**config.mk**
```make
export PLATFORM = sky130hd
export DESIGN_NAME = id_ex_stage
export DESIGN_NICKNAME = d
export VERILOG_FILES = /design/src/rtl/id_ex_stage.sv
export SDC_FILE = /design/constraint.sdc
export NUM_CORES = 1
export LEC_CHECK = 0
export ABC_AREA = 1
export CAP_MARGIN = 40
export CORE_MARGIN = 1
export CORE_UTILIZATION = 41
export CTS_CLUSTER_SIZE = 10
export DETAILED_ROUTE_END_ITERATION = 6
export PLACE_DENSITY = 0.8
export SYNTH_ARGS = -nofsm -noshare
export SYNTH_HDL_FRONTEND = slang
export SYNTH_SLANG_ARGS = --single-unit
```
**constraint.sdc**
```tcl
create_clock -name clk -period 5.8 [get_ports clk]
set_clock_uncertainty 0.1 [all_clocks]
set_input_delay 1.45 -clock clk [delete_from_list [all_inputs] [get_ports clk]]
set_output_delay 1.45 -clock clk [all_outputs]
set_load 0.01 [all_outputs]
```
**src/rtl/id_ex_stage.sv**
```systemverilog
// rtl/id_ex_stage.sv - decode/execute pipeline register with ALU control translation
// Single-entry valid/ready stage; flush turns the held and incoming instruction into a bubble.
module id_ex_stage #(
  parameter int XLEN       = 32,
  parameter int REG_ADDR_W = 5
) (
  input  logic                  clk,
  input  logic                  rst,
  input  logic                  in_valid,
  output logic                  in_ready,
  input  logic [6:0]            opcode,
  input  logic [2:0]            funct3,
  input  logic                  funct7b5,
  input  logic [XLEN-1:0]       rs1_data,
  input  logic [XLEN-1:0]       rs2_data,
  input  logic [XLEN-1:0]       imm,
  input  logic [REG_ADDR_W-1:0] rd,
  input  logic [XLEN-1:0]       pc,
  input  logic                  flush,
  output logic                  out_valid,
  input  logic                  out_ready,
  output logic [2:0]            alu_ctrl,
  output logic [XLEN-1:0]       op_a,
  output logic [XLEN-1:0]       op_b,
  output logic [XLEN-1:0]       store_data,
  output logic [REG_ADDR_W-1:0] rd_out,
  output logic [XLEN-1:0]       pc_out,
  output logic                  reg_write,
  output logic                  mem_read,
  output logic                  mem_write,
  output logic                  branch,
  output logic                  illegal
);

  localparam logic [6:0] OP_LOAD   = 7'b0000011;
  localparam logic [6:0] OP_STORE  = 7'b0100011;
  localparam logic [6:0] OP_BRANCH = 7'b1100011;
  localparam logic [6:0] OP_RTYPE  = 7'b0110011;
  localparam logic [6:0] OP_ITYPE  = 7'b0010011;

  localparam logic [2:0] ALU_ADD = 3'b000;
  localparam logic [2:0] ALU_SUB = 3'b001;
  localparam logic [2:0] ALU_AND = 3'b010;
  localparam logic [2:0] ALU_OR  = 3'b011;
  localparam logic [2:0] ALU_SLT = 3'b101;

  logic [2:0] d_alu;
  logic       d_use_imm;
  logic       d_reg_write;
  logic       d_mem_read;
  logic       d_mem_write;
  logic       d_branch;
  logic       d_illegal;
  logic       accept;

  always_comb begin
    d_alu       = ALU_ADD;
    d_use_imm   = 1'b0;
    d_reg_write = 1'b0;
    d_mem_read  = 1'b0;
    d_mem_write = 1'b0;
    d_branch    = 1'b0;
    d_illegal   = 1'b0;
    unique case (opcode)
      OP_LOAD: begin
        d_use_imm   = 1'b1;
        d_mem_read  = 1'b1;
        d_reg_write = 1'b1;
      end
      OP_STORE: begin
        d_use_imm   = 1'b1;
        d_mem_write = 1'b1;
      end
      OP_BRANCH: begin
        if (funct3 == 3'b000) begin
          d_alu    = ALU_SUB;
          d_branch = 1'b1;
        end else begin
          d_illegal = 1'b1;
        end
      end
      OP_RTYPE, OP_ITYPE: begin
        d_use_imm = (opcode == OP_ITYPE);
        case (funct3)
          3'b000:  d_alu = (opcode == OP_RTYPE && funct7b5) ? ALU_SUB : ALU_ADD;
          3'b111:  d_alu = ALU_AND;
          3'b110:  d_alu = ALU_OR;
          3'b010:  d_alu = ALU_SLT;
          default: d_illegal = 1'b1;
        endcase
        d_reg_write = !d_illegal;
      end
      default: d_illegal = 1'b1;
    endcase
    // Illegal encodings travel downstream as a plain ADD with no side effects.
    if (d_illegal) begin
      d_alu     = ALU_ADD;
      d_use_imm = 1'b0;
    end
  end

  assign in_ready = !out_valid || out_ready;
  assign accept   = in_valid && in_ready;

  always_ff @(posedge clk or posedge rst) begin
    if (rst) begin
      out_valid  <= 1'b0;
      alu_ctrl   <= ALU_ADD;
      op_a       <= '0;
      op_b       <= '0;
      store_data <= '0;
      rd_out     <= '0;
      pc_out     <= '0;
      reg_write  <= 1'b0;
      mem_read   <= 1'b0;
      mem_write  <= 1'b0;
      branch     <= 1'b0;
      illegal    <= 1'b0;
    end else if (flush) begin
      out_valid <= 1'b0;
      reg_write <= 1'b0;
      mem_read  <= 1'b0;
      mem_write <= 1'b0;
      branch    <= 1'b0;
      illegal   <= 1'b0;
    end else if (accept) begin
      out_valid  <= 1'b1;
      alu_ctrl   <= d_alu;
      op_a       <= rs1_data;
      op_b       <= d_use_imm ? imm : rs2_data;
      store_data <= rs2_data;
      rd_out     <= rd;
      pc_out     <= pc;
      reg_write  <= d_reg_write;
      mem_read   <= d_mem_read;
      mem_write  <= d_mem_write;
      branch     <= d_branch;
      illegal    <= d_illegal;
    end else if (out_valid && out_ready) begin
      // Control bits drop with out_valid so a bubble never carries side effects.
      out_valid <= 1'b0;
      reg_write <= 1'b0;
      mem_read  <= 1'b0;
      mem_write <= 1'b0;
      branch    <= 1'b0;
      illegal   <= 1'b0;
    end
  end

endmodule
```
Yosys cells after proc, flatten, opt, wreduce, memory -nomap -nowiden
Cells that the tools add are included.

operators by class
  bitwise operators = 1
  reduce and logical (&&, ||, !) cells = 12
  equal/unequal tests = 8
  multiplexer cells = 30

operators with widths
  operator                                        number
  2-to-1 mux 32 bit                               1
  2-to-1 mux 1 bit                                23
  == test 7 x 6 -> 1 bit (second input constant)  2
  one-hot mux 3 bit (4 select lines)              1
  == test 7 x 2 -> 1 bit (second input constant)  1
  == test 7 x 5 -> 1 bit (second input constant)  1
  == test 7 bit (second input constant)           1
  == test 3 bit (second input constant)           2
  one-hot mux 3 bit (2 select lines)              1
  one-hot mux 1 bit (2 select lines)              2
  OR reduction 2 bit                              2
  OR reduction 4 bit                              1
  == test 3 x 2 -> 1 bit (second input constant)  1
  logical AND 1 bit                               3
  logical NOT 3 bit                               1
  2-to-1 mux 3 bit                                1
  one-hot mux 1 bit (3 select lines)              1
  nonzero test 3 bit                              1
  logical NOT 1 bit                               2
  AND reduction 2 bit                             1
  logical OR 1 bit                                1
  inverter 1 bit                                  1

storage, ports and cells
  logic and storage cells = 63
  output and inout bits = 143
  bits of input ports = 149
  register bits = 142

Longest topological paths before layout
  word-level depth = 8
  depth in mapped cells = 10
  depth with buffers taken out = 10

Worst setup path before layout
OpenSTA, ideal clock, no wires.

  kind = input to output
  start = input port out_ready
  end = output port in_ready
  stages on the path = 2
  path buffers = 0
  data required time = 4.250 ns
  setup slack = 2.668 ns
  data arrival time = 1.582 ns
  cell sequence = inv_1 -> nand2_1

on the way
  longest elaborated chain between the ends = 1

ends and longest elaborated chain
  what                RTL line  source
  start: declaration  21        input logic out_ready,
  logical OR 1 bit    102       assign in_ready = !out_valid || out_ready;
  end: declaration    10        output logic in_ready,

No other way between the ends.

Worst setup path in the final report
Same ends and word-level chain as after synthesis.

==> impl_metrics.yaml <==
timing:
  whs_ns: 0.3685
  worst_slew_pin_slew_ns: 0.7354
  max_freq_mhz: 241.2
  tns_ns: 0
  drv_slew: 0
  hold_viol_final: 0
  grt_setup_unrepaired: "no"
  finalSetupViolCount: 0
  slew_headroom: 0.5097
  worst_slack_ns: 1.654
  period_minus_slack_ns: 4.146
  finalCritPeriodShare: 0.7149
synth:
  synth_edf_count: 0
  synth_cell_types: 19
  synth-seq-area-share: 0.5735
  ys_ff_latch: 142
  syn-num-nets: 898
  async_flop_share: 1.000
  netlist_area_um2: 6196
  syn_area_per_cell_um2: 8.272
  postSynthCellCount: 749
  synth_warnings: 0
  synthFlopType: "dfrtp_1"
worst_setup_path:
  cp_common_cell: "clkdlybuf4s50_1"
  worstRegToRegCells: 7
  worstPathCellList: "clkdlybuf4s50_1 > inv_1 > nand2_1 > clkdlybuf4s50_1"
  setup.worst_path.end_class: "output port"
  cp_max_fo: 2
  startpoint_type: "input pin"
  slowest_stage: "clkdlybuf4s50_1"
  critPathKind: "input pin to output port"
  cp_data_arrival_time_ns: 2.60
  max_stage_delay_ns: 0.54
  critPathRequiredTime_ns: 4.25
route:
  wirelength_mm: 18.35
  vias: 5730
  viasPerCell: 4.670
  firstDrtPassIters: 7
  drt_iter0_markers: 398
  ant_nets: 0
  wl_per_cell_um: 14.96
  drcViolationCount: 28
placed_design:
  dpl_cell_area_um2: 9240
  place_hpwl_mm: 12.86
  portBuffers: 291
  place_worst_setup_slack_ns: 1.657
  place.gp.congestion: 0.8852
floorplan:
  die_x_um: 124.9
  dieArea_um2: 15610
  dieHeight_um: 124.9
  initial_core_util: 0.4231
  design.portCount: 292
  fp-row-count: 44
  core_um2: 14640
pwr:
  intPower_mw: 2.210
  p_sw_frac: 0.2675
  leakagePower_nw: 4.876
  combPwrFrac: 0.234
  switchingPower_uw: 806.9
  p_clk_frac: 0.364
  pwr-share-seq: 0.401
  ir_drop_mv: 0.3311
  power_density_nw_per_um2: 306.7
global_routing:
  grt_antenna_before_repair: 0
  grt-ovfl-total: 0
  grt_max_degree: 101
  grt_pass1_vias: 5549
  grtUsageTotal: 0.2453
  grt_pass1_wl_mm: 29.55
cells_and_area:
  final_layout_size_suffix_gt1_frac: 0.06903
  nets: 1179
  area_growth_pct: 58.78
  diodes: 0
  fillers: 1182
  design_area_um2: 9838
  layout_common_cells: "nand2_1, clkdlybuf4s50_1, dfrtp_1, inv_1, nand3_1"
  final_common_cell: "nand2_1"
hold_path:
  hold_path_class: "register to register"
  whs_path_depth: 2
job:
  drv_cap: 0
clock_tree:
  cts_tree: "yes"
  clock_sink_count: 142
  clk_path_buf_depth: 2
  cts-buffers-inserted: 17
  cts.htree.levels: 4
  clk_pin_slew_ns: 0.06
  ctsHoldBuffers: 0
  postCtsResizedCells: 0
  post_cts_buffers: 0
  clockRootBuffer: "clkbuf_16"
  clk_latency_ns: 0.41
outcome:
  status: "complete, but fails checks"
  violations: "design-rule violations"
==> power groups by stage <==
stage	Combinational, mW	Clock [mW]	Sequential, mW
after CTS	0.714	1.12	1.21
after global placement	0.702	0	1.22
after detailed placement	0.711	0	1.23
after global routing	0.767	1.17	1.23
final	0.707	1.10	1.21
after floorplan	0.187	0	1.29
==> per-stage QoR <==
step                  util  total power, mW  std cells
global route        0.6718            3.169       1227
global placement    0.6272            1.924       1193
finish              0.6718            3.017       1227
CTS                 0.6718            3.044       1227
floorplan                -            1.480        749
detailed placement  0.6310            1.936       1195
==> cell families after synthesis <==
logic type / after synthesis / share of synthesized area
compound gates: 40 / 0.03352
simple gates: 452 / 0.3098
buf+inv: 115 / 0.08320
flops: 142 / 0.5735
==> critical path, delay by kind of cell <==
family,cells,cell delay (ns)
buffers and inverters,3,1.06
and+or+nand+nor,1,0.09
==> final cells by class <==
cell class | count | area [um^2] | area share
Clock inverter | 13 | 165.2 | 0.01679
Inverter | 77 | 296.5 | 0.03014
Clock buffer | 19 | 432.9 | 0.04400
Multi-Input combinational cell | 492 | 2127 | 0.2162
Sequential cell | 142 | 3553 | 0.3612
Timing Repair Buffer | 300 | 3033 | 0.3083
Tap cell | 184 | 230.2 | 0.02340
==> final timing paths <==
check,from,to,slack (ns)
min in group asynchronous,rst,op_a[6],1.33
worst min-delay path,op_a[3],op_a[3],0.37
worst min register to register,op_a[3],op_a[3],0.37
max in group asynchronous,rst,op_a[19],3.26
worst max register to register,out_valid,op_b[23],3.57
worst max-delay path,out_ready,in_ready,1.65
==> Yosys cell counts (3+ instances only) <==
library cell | instances | area share
nand2_1 | 366 | 0.22
inv_1 | 72 | 0.044
nor2_4 | 3 | 0.0055
nand3_2 | 21 | 0.034
nor2_1 | 9 | 0.0055
buf_2 | 16 | 0.013
nand3_1 | 51 | 0.041
dfrtp_1 | 142 | 0.57
buf_6 | 6 | 0.011
buf_1 | 4 | 0.0024
clkbuf_1 | 7 | 0.0042
buf_4 | 5 | 0.0061
inv_2 | 5 | 0.0030
o21ai_0 | 20 | 0.016
o21ai_1 | 17 | 0.014
==> registers in the layout, indices dropped and copies added, names as in the netlist, 3 cells and up <==
| name | flops |
|---|---|
| store_data | 32 |
| pc_out | 32 |
| op_b | 32 |
| rd_out | 5 |
| alu_ctrl | 3 |
| op_a | 32 |
==> per-layer routing <==
| metal | vias to the layer above | global-route usage | share of wire |
|---|---|---|---|
| met5 | - | 0 | 0 |
| met4 | 0 | 0.06815 | 0.011 |
| met3 | 17 | 0.08301 | 0.067 |
| met2 | 180 | 0.4187 | 0.51 |
| met1 | 2690 | 0.2961 | 0.41 |
| li1 | 2843 | - | - |
Note: power is estimated with default switching activity, not from simulation.
